File: src/rtl/conversor_binario_bcd_if.sv
// Bus between the binary-to-BCD converter and its host: start/capture inputs,
// the registered digit vector, status flags and a debug view of the FSM state.
interface conversor_binario_bcd_if #(
    parameter int LARGURA_BIN = 16,
    parameter int NUM_DIGITOS = 5
);
    // Handshake: the host raises inicio; it is taken only while ocupado=0, and valor and
    // apagar_zeros are captured on that same edge. ocupado then stays high until the
    // edge that raises pronto for one cycle with the new digits in bcd. An inicio seen
    // while ocupado=1 is dropped.
    logic                     inicio;
    logic [LARGURA_BIN-1:0]   valor;
    logic                     apagar_zeros;
    logic                     halt;
    logic [4*NUM_DIGITOS-1:0] bcd;
    logic                     ocupado;
    logic                     pronto;
    logic                     overflow;
    logic [1:0]               estado;

    modport master (
        output inicio, valor, apagar_zeros, halt,
        input  bcd, ocupado, pronto, overflow, estado
    );

    modport slave (
        input  inicio, valor, apagar_zeros, halt,
        output bcd, ocupado, pronto, overflow, estado
    );
endinterface

File: src/rtl/conversor_binario_bcd.sv
// Sequential shift-and-add-3 binary-to-BCD converter, one input bit per clock,
// with leading-zero blanking, overflow detection and a halt override for the display.
module conversor_binario_bcd #(
    parameter int LARGURA_BIN = 16,
    parameter int NUM_DIGITOS = 5
) (
    input  logic                  clk,
    input  logic                  rst_n,
    conversor_binario_bcd_if.slave bus
);
    typedef enum logic [1:0] {
        OCIOSO   = 2'd0,
        CONVERTE = 2'd1,
        FINALIZA = 2'd2
    } estado_t;

    localparam int W_DIG  = 4 * NUM_DIGITOS;
    localparam int W_CONT = (LARGURA_BIN > 1) ? $clog2(LARGURA_BIN) : 1;
    localparam logic [W_CONT-1:0] ULTIMO = W_CONT'(LARGURA_BIN - 1);
    localparam logic [W_DIG-1:0]  TUDO_APAGADO = {NUM_DIGITOS{4'hE}};
    localparam logic [W_DIG-1:0]  TUDO_H       = {NUM_DIGITOS{4'hF}};

    estado_t estado, prox_estado;
    logic    captura, passo, finaliza;

    logic [W_DIG-1:0]       digitos;
    logic [W_DIG-1:0]       ajustados;
    logic [LARGURA_BIN-1:0] desloc;
    logic [W_CONT-1:0]      cont;
    logic                   apaga_reg;
    logic                   ovf_int;
    logic [W_DIG-1:0]       resultado;
    logic [W_DIG-1:0]       resultado_novo;
    logic                   ainda_zero;

    logic [W_DIG-1:0] bcd_q;
    logic             ocupado_q, pronto_q, overflow_q;

    // ------------------------------------------------------------ FSM
    always_ff @(posedge clk or negedge rst_n) begin
        if (!rst_n) begin
            estado <= OCIOSO;
        end else begin
            estado <= prox_estado;
        end
    end

    always_comb begin
        prox_estado = estado;
        captura     = 1'b0;
        passo       = 1'b0;
        finaliza    = 1'b0;
        case (estado)
            OCIOSO: begin
                if (bus.inicio) begin
                    captura     = 1'b1;
                    prox_estado = CONVERTE;
                end
            end
            CONVERTE: begin
                passo = 1'b1;
                if (cont == ULTIMO) begin
                    prox_estado = FINALIZA;
                end
            end
            FINALIZA: begin
                finaliza    = 1'b1;
                prox_estado = OCIOSO;
            end
            default: prox_estado = OCIOSO;
        endcase
    end

    // ------------------------------------------------------------ datapath
    always_comb begin
        ajustados = digitos;
        for (int i = 0; i < NUM_DIGITOS; i++) begin
            if (digitos[4*i +: 4] >= 4'd5) begin
                ajustados[4*i +: 4] = digitos[4*i +: 4] + 4'd3;
            end
        end
    end

    // Blanking walks down from the top digit and stops at the first nonzero one;
    // digit 0 is outside the walk so a zero value still shows "0".
    always_comb begin
        resultado_novo = digitos;
        ainda_zero     = apaga_reg;
        for (int i = NUM_DIGITOS - 1; i >= 1; i--) begin
            if (ainda_zero && (digitos[4*i +: 4] == 4'd0)) begin
                resultado_novo[4*i +: 4] = 4'hE;
            end else begin
                ainda_zero = 1'b0;
            end
        end
        if (ovf_int) begin
            resultado_novo = TUDO_APAGADO;
        end
    end

    always_ff @(posedge clk or negedge rst_n) begin
        if (!rst_n) begin
            digitos    <= '0;
            desloc     <= '0;
            cont       <= '0;
            apaga_reg  <= 1'b0;
            ovf_int    <= 1'b0;
            resultado  <= TUDO_APAGADO;
            bcd_q      <= TUDO_APAGADO;
            ocupado_q  <= 1'b0;
            pronto_q   <= 1'b0;
            overflow_q <= 1'b0;
        end else begin
            pronto_q <= finaliza;
            // The fresh result bypasses the result register so it lands with pronto.
            if (bus.halt) begin
                bcd_q <= TUDO_H;
            end else if (finaliza) begin
                bcd_q <= resultado_novo;
            end else begin
                bcd_q <= resultado;
            end

            if (captura) begin
                desloc    <= bus.valor;
                apaga_reg <= bus.apagar_zeros;
                digitos   <= '0;
                cont      <= '0;
                ovf_int   <= 1'b0;
                ocupado_q <= 1'b1;
            end

            if (passo) begin
                {digitos, desloc} <= {ajustados[W_DIG-2:0], desloc, 1'b0};
                cont              <= cont + W_CONT'(1);
                if (ajustados[W_DIG-1]) begin
                    ovf_int <= 1'b1;
                end
            end

            if (finaliza) begin
                resultado  <= resultado_novo;
                overflow_q <= ovf_int;
                ocupado_q  <= 1'b0;
            end
        end
    end

    assign bus.bcd      = bcd_q;
    assign bus.ocupado  = ocupado_q;
    assign bus.pronto   = pronto_q;
    assign bus.overflow = overflow_q;
    assign bus.estado   = estado;

endmodule

File: src/flat_wrapper.sv
// flat-port wrapper written by rule: the top's interface ports become plain ports
module conversor_binario_bcd_flat 
#(
    parameter int LARGURA_BIN = 16,
    parameter int NUM_DIGITOS = 5
)
  (clk, rst_n, bus_inicio, bus_valor, bus_apagar_zeros, bus_halt, bus_bcd, bus_ocupado, bus_pronto, bus_overflow, bus_estado);
  conversor_binario_bcd_if #(.LARGURA_BIN(LARGURA_BIN), .NUM_DIGITOS(NUM_DIGITOS)) bus_i ();
  input  logic clk;
  input  logic rst_n;
  input wire logic [$bits(bus_i.inicio)-1:0] bus_inicio;
  input wire logic [$bits(bus_i.valor)-1:0] bus_valor;
  input wire logic [$bits(bus_i.apagar_zeros)-1:0] bus_apagar_zeros;
  input wire logic [$bits(bus_i.halt)-1:0] bus_halt;
  output wire logic [$bits(bus_i.bcd)-1:0] bus_bcd;
  output wire logic [$bits(bus_i.ocupado)-1:0] bus_ocupado;
  output wire logic [$bits(bus_i.pronto)-1:0] bus_pronto;
  output wire logic [$bits(bus_i.overflow)-1:0] bus_overflow;
  output wire logic [$bits(bus_i.estado)-1:0] bus_estado;
  assign bus_i.inicio = bus_inicio;
  assign bus_i.valor = bus_valor;
  assign bus_i.apagar_zeros = bus_apagar_zeros;
  assign bus_i.halt = bus_halt;
  assign bus_bcd = bus_i.bcd;
  assign bus_ocupado = bus_i.ocupado;
  assign bus_pronto = bus_i.pronto;
  assign bus_overflow = bus_i.overflow;
  assign bus_estado = bus_i.estado;
  conversor_binario_bcd #(.LARGURA_BIN(LARGURA_BIN), .NUM_DIGITOS(NUM_DIGITOS)) u_core (.clk(clk), .rst_n(rst_n), .bus(bus_i));
endmodule
File: config.mk
export PLATFORM = sky130hd
export DESIGN_NAME = conversor_binario_bcd_flat
export DESIGN_NICKNAME = d
export VERILOG_FILES = /design/src/rtl/conversor_binario_bcd_if.sv /design/src/rtl/conversor_binario_bcd.sv /design/src/flat_wrapper.sv
export SDC_FILE = /design/constraint.sdc
export NUM_CORES = 1
export LEC_CHECK = 0
export ABC_CLOCK_PERIOD_IN_PS = 2450
export CAP_MARGIN = 20
export CORE_ASPECT_RATIO = 0.5
export CORE_MARGIN = 3
export CORE_UTILIZATION = 30
export CTS_CLUSTER_DIAMETER = 80
export CTS_CLUSTER_SIZE = 24
export DETAILED_ROUTE_END_ITERATION = 7
export PLACE_DENSITY_LB_ADDON = 0.1
export SYNTH_ARGS = -nofsm -noshare
export SYNTH_HDL_FRONTEND = slang
export SYNTH_SLANG_ARGS = --single-unit
File: constraint.sdc
create_clock -name clk -period 2.45 [get_ports clk]
set_clock_uncertainty 0.05 [all_clocks]
set_input_delay 0.49 -clock clk [delete_from_list [all_inputs] [get_ports clk]]
set_output_delay 0.49 -clock clk [all_outputs]
set_load 0.05 [all_outputs]
==> results.json, run 1 <==
{
  "p_leak_nw": 1.957,
  "wl_per_cell_um": 15.75,
  "gp_congestion": 0.7760,
  "worst_ep_arrival_time_ps": 1680,
  "antenna_found_initial": 0,
  "synthFlopType": "dfrtp_1",
  "antennaDiodeCount": 0,
  "cp_cell_sequence": "clkdlybuf4s50_1",
  "die_w_um": 165.3,
  "crit_buf_inv": 1,
  "die_y_um": 85.65,
  "grt_max_degree": 46,
  "port_buffers": 45,
  "worstMarginPinSlew_ps": 685.3,
  "grtUsageMet2_pct": 19.20,
  "finalNonFillerCells": 568,
  "nNetsFinal": 434,
  "synth_area_per_cell_um2": 10.87,
  "setup_viol": 0,
  "p_per_area_mw_per_mm2": 1157,
  "ys_types": 44,
  "start_util_pct": 31.49,
  "yosysMostFrequentCell": "dfrtp_1",
  "status": "finished, final reports clean",
  "synth-seq-cells": 87,
  "post_cts_buffers": 0,
  "crit_type": "reg2out",
  "cp_max_fo": 7,
  "syn-instance-count": 350,
  "syn_nets": 386,
  "syn2layout_area_growth_pct": 25.44,
  "hold_violations": 0,
  "start_kind": "flop",
  "period_needed_ps": 2224,
  "vias_per_cell": 4.836,
  "synth.area.top_cells": "dfrtp_1 37%, dfstp_2 21%, ha_1 4.9%, nand2_1 3.4%, o21ai_0 3.3%",
  "routed_wl_mm": 8.948,
  "max-slew-margin-rel_pct": 54.17,
  "grt_pass1_vias": 2802,
  "met1_usage_pct": 20.55,
  "yosys_warnings": 0,
  "ant_nets": 0,
  "timing.setup.tns_ps": 0,
  "cts_tree": "yes",
  "dp_cells": 552,
  "num_io_pins": 46,
  "dpl.hpwl_mm": 6.135,
  "core-area_mm2": 0.01209,
  "syn-cell-area_mm2": 0.003806,
  "max_freq_ghz": 0.4496,
  "slowest_stage": "clkdlybuf4s50_1",
  "dieArea_mm2": 0.01416,
  "htree_levels": 3,
  "synth_edf_count": 0,
  "grt-busiest-layer": "met1",
  "grt_setup_unrepaired": "no",
  "gr-total-overflow": 0,
  "drive_gt1_share_pct": 20.84,
  "cts_resized": 0,
  "track_usage_pct": 13.69,
  "ctsLongestPathBuffers": 2,
  "peakVddDrop_mv": 0.3445,
  "min_path_type": "in2async",
  "async_reset_ff_share_pct": 100.0,
  "num_vias": 2747,
  "met3_usage_pct": 4.679,
  "cts-root-buf": "clkbuf_16",
  "grt_first_pass_wirelength_mm": 14.92,
  "required_ps": 1910,
  "maxSlewViolCount": 0,
  "insertion_delay_ps": 330,
  "max_stage_delay_ps": 880,
  "drc": 0,
  "cts_hold_buf": 0,
  "clkSlewWorstSetupHoldPaths_ps": 70,
  "end_kind": "primary output",
  "cts_sinks": 87,
  "synth_top_area_cell": "dfrtp_1",
  "synth-seq-area-share_pct": 58.19,
  "rows": 28,
  "synthTopCellsByCount": "57 x dfrtp_1, 34 x nand2_1, 33 x nor2_1",
  "drt_iter0_drc": 150,
  "drtPass1Iterations": 4,
  "drv_cap": 0,
  "fin_crit_sh_pct": 90.79,
  "cpLargestDelayFamily": "buffers and inverters",
  "cts_inserted_buffers": 9,
  "synth_top_area_share_pct": 37.48
}
area by class of cell:
class / count / area, µm²
clock buffer: 10 / 239.0
clock inverter: 6 / 41.29
fill: 1189 / 7312
inverter: 12 / 45.04
multi-input combinational: 233 / 1480
sequential: 87 / 2215
tap: 165 / 206.4
timing repair buffer: 55 / 548.0
routing by layer:
layer / vias to the layer above / share of wire [%]
li1: 1316 / -
met1: 1348 / 51
met2: 76 / 41
met3: 7 / 7.2
met4: 0 / 0.83
met5: - / 0
logic make-up after synthesis:
logic type | Yosys count | share of synthesized area [%]
buffers and inverters | 30 | 2.991
XOR/XNOR | 7 | 1.611
flip-flops | 87 | 58.19
AND/OR/NAND/NOR | 126 | 16.67
multiplexers | 4 | 1.183
adder cells (fa/ha/maj) | 15 | 4.931
AO/OA/AOI/OAI | 81 | 14.43
per-stage QoR:
stage | worst slack, ps | hold slack, ps | instance area, µm² | power (W) | util, %
6_report | 225.6 | 103.5 | 4775 | 0.005525 | 39.50
5_1_grt | 115.9 | 149.3 | 4775 | 0.005974 | 39.50
4_1_cts | 190.1 | 129.1 | 4775 | 0.005599 | 39.50
3_5_place_dp | 358.7 | 399.9 | 4494 | 0.004262 | 37.18
3_3_place_gp | 431.9 | 395.7 | 4494 | 0.004190 | 37.18
2_1_floorplan | 496.7 | 144.4 | 3806 | 0.003655 | -
report_power, final:
group | switching (W) | internal, W
Combinational | 0.00108 | 0.000850
Clock | 0.000581 | 0.000720
Sequential | 0.000368 | 0.00192
Total | 0.00203 | 0.00349
placed cells by master (no fill, tap or decap), drive strengths merged, types with 7 or more instances in the layout:
| cell | instances |
|---|---|
| o31ai | 10 |
| or2 | 19 |
| o22ai | 15 |
| inv | 16 |
| nor2 | 33 |
| a21oi | 7 |
| dfstp | 30 |
| nand3 | 15 |
| buf | 11 |
| o21ai | 27 |
| clkbuf | 10 |
| nand2b | 9 |
| ha | 15 |
| clkdlybuf4s50 | 44 |
| nand2 | 34 |
| dfrtp | 57 |
final timing paths:
kind,start,to,slack [ps],cells after the start
min reg2reg,u_core.resultado[1],u_core.resultado[1],410,2
min in group clk,u_core.resultado[1],u_core.resultado[1],410,2
max reg2reg,u_core.digitos[12],u_core.bus.bcd[9],350,6
max,u_core.bus.estado[0],bus_estado[0],230,1
max in group asynchronous,rst_n,u_core.resultado[0],1570,2
min,rst_n,u_core.resultado[12],100,1
No activity file was read; power rests on OpenSTA's default activity.
==> run 2, diff against run 1 <==
- SLEW_MARGIN: default -> 10
==> results of run 2 <==
Final layout, timing and power as in run 1 (identical DEF).
==> run 3, diff against run 2 <==
- SLEW_MARGIN: 10 -> 20
==> results of run 3 <==
Final layout, timing and power as in run 1 (identical DEF).
